### src/rtl/loop_if_pkg.sv
// Shared definitions for the loop index/done control interface.
// Both the controller and the progress reader use the same limit constant.
package loop_if_pkg;

  localparam int unsigned LOOP_LIMIT = 10;
  localparam int unsigned LOOP_IDX_W = 4;
  localparam int unsigned LOOP_CNT_W = 5;

  typedef enum logic [1:0] {
    StIdle,
    StRun,
    StReport
  } loop_state_e;

  typedef struct packed {
    logic [LOOP_IDX_W-1:0] first;
    logic [LOOP_IDX_W-1:0] last;
    logic [LOOP_CNT_W-1:0] iters;
    logic                  err;
  } loop_rec_t;

endpackage

### src/rtl/loop_progress_reader.sv
// Consumer of the loop index/done interface: tracks one run, checks index
// progression against the limit and emits one summary record per run.
module loop_progress_reader
  import loop_if_pkg::*;
#(
  parameter int unsigned IDX_W = LOOP_IDX_W,
  parameter int unsigned LIMIT = LOOP_LIMIT,
  parameter int unsigned CNT_W = LOOP_CNT_W
) (
  input  logic             clk,
  input  logic             rst_n,
  input  logic             sample_en,
  input  logic [IDX_W-1:0] rpt_index,
  input  logic             rpt_done,
  output logic             busy,
  output logic             rep_valid,
  input  logic             rep_ready,
  output logic [IDX_W-1:0] rep_first,
  output logic [IDX_W-1:0] rep_last,
  output logic [CNT_W-1:0] rep_iters,
  output logic             rep_err
);

  typedef struct packed {
    logic [IDX_W-1:0] first;
    logic [IDX_W-1:0] last;
    logic [CNT_W-1:0] iters;
    logic             err;
  } rec_t;

  localparam logic [IDX_W:0]   LimitW = LIMIT[IDX_W:0];
  localparam logic [IDX_W-1:0] IdxOne = 1;
  localparam logic [CNT_W-1:0] CntOne = 1;
  localparam logic [CNT_W-1:0] CntMax = '1;

  loop_state_e state_q, state_d;
  rec_t        rec_q, rec_d;
  logic        idx_oob;
  logic        idx_next;

  assign idx_oob  = ({1'b0, rpt_index} >= LimitW);
  assign idx_next = (rpt_index == rec_q.last + IdxOne);

  always_comb begin
    state_d = state_q;
    rec_d   = rec_q;
    unique case (state_q)
      StIdle: begin
        if (sample_en) begin
          rec_d.first = rpt_index;
          rec_d.last  = rpt_index;
          if (rpt_done) begin
            state_d     = StReport;
            rec_d.iters = '0;
            rec_d.err   = 1'b0;
          end else begin
            state_d     = StRun;
            rec_d.iters = CntOne;
            rec_d.err   = idx_oob;
          end
        end
      end
      StRun: begin
        if (sample_en) begin
          if (rpt_done) begin
            // The index sampled alongside done is not part of the run.
            state_d = StReport;
          end else begin
            if (rpt_index != rec_q.last) begin
              rec_d.last  = rpt_index;
              rec_d.iters = (rec_q.iters == CntMax) ? rec_q.iters : rec_q.iters + CntOne;
              if (!idx_next) rec_d.err = 1'b1;
            end
            if (idx_oob) rec_d.err = 1'b1;
          end
        end
      end
      StReport: begin
        if (rep_ready) begin
          state_d = StIdle;
          rec_d   = '0;
        end
      end
      default: begin
        state_d = StIdle;
        rec_d   = '0;
      end
    endcase
  end

  always_ff @(posedge clk) begin
    if (!rst_n) begin
      state_q <= StIdle;
      rec_q   <= '0;
    end else begin
      state_q <= state_d;
      rec_q   <= rec_d;
    end
  end

  assign busy      = (state_q != StIdle);
  assign rep_valid = (state_q == StReport);
  // Record fields are only visible while the record is offered.
  assign rep_first = rep_valid ? rec_q.first : '0;
  assign rep_last  = rep_valid ? rec_q.last  : '0;
  assign rep_iters = rep_valid ? rec_q.iters : '0;
  assign rep_err   = rep_valid ? rec_q.err   : 1'b0;

endmodule

### config.mk
export PLATFORM = sky130hd
export DESIGN_NAME = loop_progress_reader
export DESIGN_NICKNAME = d
export VERILOG_FILES = /design/src/rtl/loop_if_pkg.sv /design/src/rtl/loop_progress_reader.sv
export SDC_FILE = /design/constraint.sdc
export NUM_CORES = 1
export LEC_CHECK = 0
export BUFFER_PORTS_ARGS = -buffer_cell sky130_fd_sc_hd__buf_2
export CORE_UTILIZATION = 39
export CTS_CLUSTER_DIAMETER = 50
export DETAILED_ROUTE_END_ITERATION = 6
export PLACE_DENSITY = 0.68
export SLEW_MARGIN = 15
export SYNTH_ARGS = -nofsm -noshare
export SYNTH_HDL_FRONTEND = slang
export SYNTH_SLANG_ARGS = --single-unit
### constraint.sdc
create_clock -name clk -period 2.49 [get_ports clk]
set_input_delay 0.1245 -clock clk [delete_from_list [all_inputs] [get_ports clk]]
set_output_delay 0.1245 -clock clk [all_outputs]
set_load 0.05 [all_outputs]
==> results.rst <==
.. list-table::
   :header-rows: 1

   * - Metric
     - Value
   * - Arrival time worst endpoint
     - approximately 1900 ps
   * - Hold Buf Count CTS
     - 0
   * - Cell taking the most area after synthesis
     - dfxtp_1
   * - Met1 layer usage reported by global route
     - between 20 and 25%
   * - Class of the tightest hold or removal check
     - primary input to flip-flop
   * - Top Ports
     - 25
   * - Area of the mapped netlist
     - roughly 1000 um2
   * - Total via count after detailed routing
     - 895
   * - Clk_lat worst skew
     - between 200 and 300 ps
   * - Final critical-path share of the clock period
     - 80.1%
   * - Resized Gates After CTS
     - 0
   * - CP Depth
     - 4
   * - Cell count of the worst reg-to-reg path
     - 5
   * - Fraction of layout cells with a size suffix above 1
     - between 20% and 30%
   * - Overall fraction of global-route tracks in use
     - between 15 and 20%
   * - Estimated wirelength of the detail-placed design
     - roughly 1500 um
   * - RSZ-0062 raised after global routing
     - no
   * - Data required time of the critical path
     - between 2000 and 2500 ps
   * - Crit Path Max Fanout
     - 13
   * - Slew @ Worst Pin
     - around 570 ps
   * - Shortest clock period the worst path allows after layout
     - roughly 2000 ps
   * - Run status
     - finished, final reports clean
   * - Via count normalized by instance count
     - around 5.1
   * - Top cell type's share of synthesized area
     - a little under a third
   * - Total overflow reported by the global router
     - 0
   * - Synthesis-stage register bit count
     - 16
   * - Number of max-cap violations
     - 0
   * - CTS Sinks
     - 16
   * - Upper clock frequency limit
     - about 0.50 GHz
   * - DR iter-0 viols
     - 18
   * - Number of pins exceeding their max-slew limit in the final report
     - 0
   * - Root buffer cell
     - clkbuf_4
   * - Setup-violating endpoint count in the final report
     - 0
   * - Slowest stage delay, CP
     - approximately 600 ps
   * - DR WL/cell
     - between 10 and 15 um
   * - Clock buffer count from CTS
     - 3
   * - Synthesis Warnings
     - 0
   * - Clock-pin slew on the worst setup and hold paths
     - 90 ps
   * - TritonCTS clock tree
     - yes
   * - # nets final
     - around 160
   * - Post-synth net total
     - between 100 and 150
   * - Areal power density over the cells
     - roughly 500 nW/um2
   * - Setup TNS
     - 0 ps
   * - Number of DRC violations after detailed routing
     - 0
   * - Met2 Resource Use GR
     - about a quarter
   * - Grt met3 use
     - between 3 and 4%
   * - Buffers on Ports
     - 24
   * - Final Hold Violating Endpoints
     - 0
   * - Worst clock skew
     - ~1.7 ps
   * - Critical path buffer and inverter count
     - 2
   * - Floorplan die area
     - 2800 um2
   * - Number of H-tree levels
     - 1
   * - Proportion of synthesized chip area in sequential cells
     - 31.7%
   * - Setup Fix Bufs, Post-CTS
     - 0
   * - Crit path capture type
     - primary output
   * - Layout Area Growth over Synthesis
     - 18.3%
   * - Standby leakage power
     - roughly 0.6 nW
   * - Placement Rows
     - 18
   * - Master of the slowest instance on the critical path
     - dfxtp_1
   * - Category of cells accounting for the largest share of critical-path delay
     - flip-flops
   * - Ant. Diodes
     - 0
   * - Deepest clock path buffer count
     - 2
   * - Busiest metal layer after global routing
     - met2
   * - Final routed wirelength across all metal layers
     - 2060 um
   * - Hold_ws
     - 91.9 ps
   * - Kind of critical path
     - flip-flop to primary output
   * - Number of antenna violations at the first check in global routing
     - 0
   * - Final GP Congestion
     - roughly 0.79
   * - Starting density of the core
     - about two fifths
   * - Largest cells by area after synthesis
     - dfxtp_1, and2_1, nor2b_1
   * - Vias in the first global route
     - 804
   * - Cells traversed along the worst timing path
     - nor2b_1 > buf_4 > and2_1 > buf_2
   * - Post-detailed-route count of antenna-violating nets
     - 0
   * - Maximum number of pins on one net before global-route repair
     - 23
   * - Unique masters post-synth
     - 33
   * - Hold Path Depth
     - 2
   * - Initial DRT Pass Iterations
     - 4
   * - Design Power
     - ~0.00059 W
   * - Mapped Avg Cell Area
     - between 8 and 9 um2
   * - Core region area
     - roughly 2500 um2
   * - Die width
     - about 53 um
   * - Die outline height
     - approximately 53 um
   * - First-pass GRT wire length
     - roughly 3500 um
   * - Worst-case vdd ir drop
     - 0.346 mV
   * - Kind of start point of the critical path
     - flip-flop
   * - Post-synthesis instance total
     - between 100 and 150
   * - Fill count
     - 240
   * - Relative slew slack
     - just over 60%
power breakdown:
group | internal (W) | switching, W | leakage, nW
clock network | 0.0000890 | 0.0000830 | 0.0210
registers | 0.000271 | 0.0000169 | 0.131
logic | 0.0000522 | 0.0000825 | 0.447
registers in the layout, indices dropped and copies added (netlist names):
| signal | cells |
|---|---|
| rec_q | 14 |
| state_q | 2 |
per-stage QoR:
stage	cells	setup WS [ps]	utilization, %	instance area (um2)
after floorplan	121	447	-	1010
after global placement	172	659	47.2	1160
after detailed placement	172	636	47.2	1160
after CTS	176	529	48.7	1200
after global routing	176	386	48.7	1200
final	176	494	48.7	1200
path summary, 6_finish.rpt:
path / to / from / slack, ps
setup / recovery: rep_iters[1] / state_q[1] / 490
hold / removal: state_q[0] / sample_en / 90
setup reg to reg: rec_q[4] / state_q[1] / 630
hold reg to reg: rec_q[0] / rec_q[0] / 480
kinds of logic after synthesis:
| logic type | count (synthesis) | synth area share [%] |
|---|---|---|
| compound gates | 26 | 18.9 |
| xor+xnor | 6 | 5.20 |
| fa+ha+maj | 3 | 3.71 |
| buf+inv | 7 | 2.72 |
| flops | 16 | 31.7 |
| mux | 5 | 4.95 |
| simple gates | 58 | 32.8 |
Yosys cell counts (all sizes together):
| cell | n |
|---|---|
| inv | 3 |
| a211oi | 1 |
| nor4b | 1 |
| nor2b | 11 |
| nand3 | 6 |
| a41o | 2 |
| nand2b | 1 |
| mux2i | 5 |
| buf | 1 |
| nor2 | 4 |
| ha | 3 |
| a21boi | 1 |
| clkbuf | 3 |
| xnor2 | 1 |
| nor3 | 1 |
| a21oi | 5 |
| or2 | 1 |
| or3b | 1 |
| a31o | 2 |
| a221o | 1 |
| a211o | 1 |
| xor2 | 5 |
| and2 | 16 |
| and2b | 1 |
| o21ba | 1 |
| a31oi | 1 |
| o21ai | 11 |
| dfxtp | 16 |
| nand2 | 11 |
| nand4 | 1 |
| and3 | 3 |
cell type report:
| type | instances | area, um2 | share of cell area (%) |
|---|---|---|---|
| flip-flops and latches | 16 | 320 | 26.8 |
| inverters | 3 | 11.3 | 0.941 |
| multi-input cells | 98 | 663 | 55.4 |
| repair buffers | 25 | 128 | 10.7 |
| well taps | 30 | 37.5 | 3.14 |
| clock buffers | 4 | 36.3 | 3.03 |
layer usage:
metal | share of wire [%] | up-vias
li1 | - | 471
met1 | 49 | 401
met2 | 45 | 17
met3 | 4.1 | 6
met4 | 1.8 | 0
met5 | 0 | -
layout by cell type, fill, tap and decap left out, drive strengths merged, types with 5 or more instances in the layout:
cell and n:
dfxtp 16, o21ai 11, xor2 5, buf 25, nor2b 11, and2 16, mux2i 5, a21oi 5
nand2 11, nand3 6
Note: power is estimated with default switching activity, not from simulation.
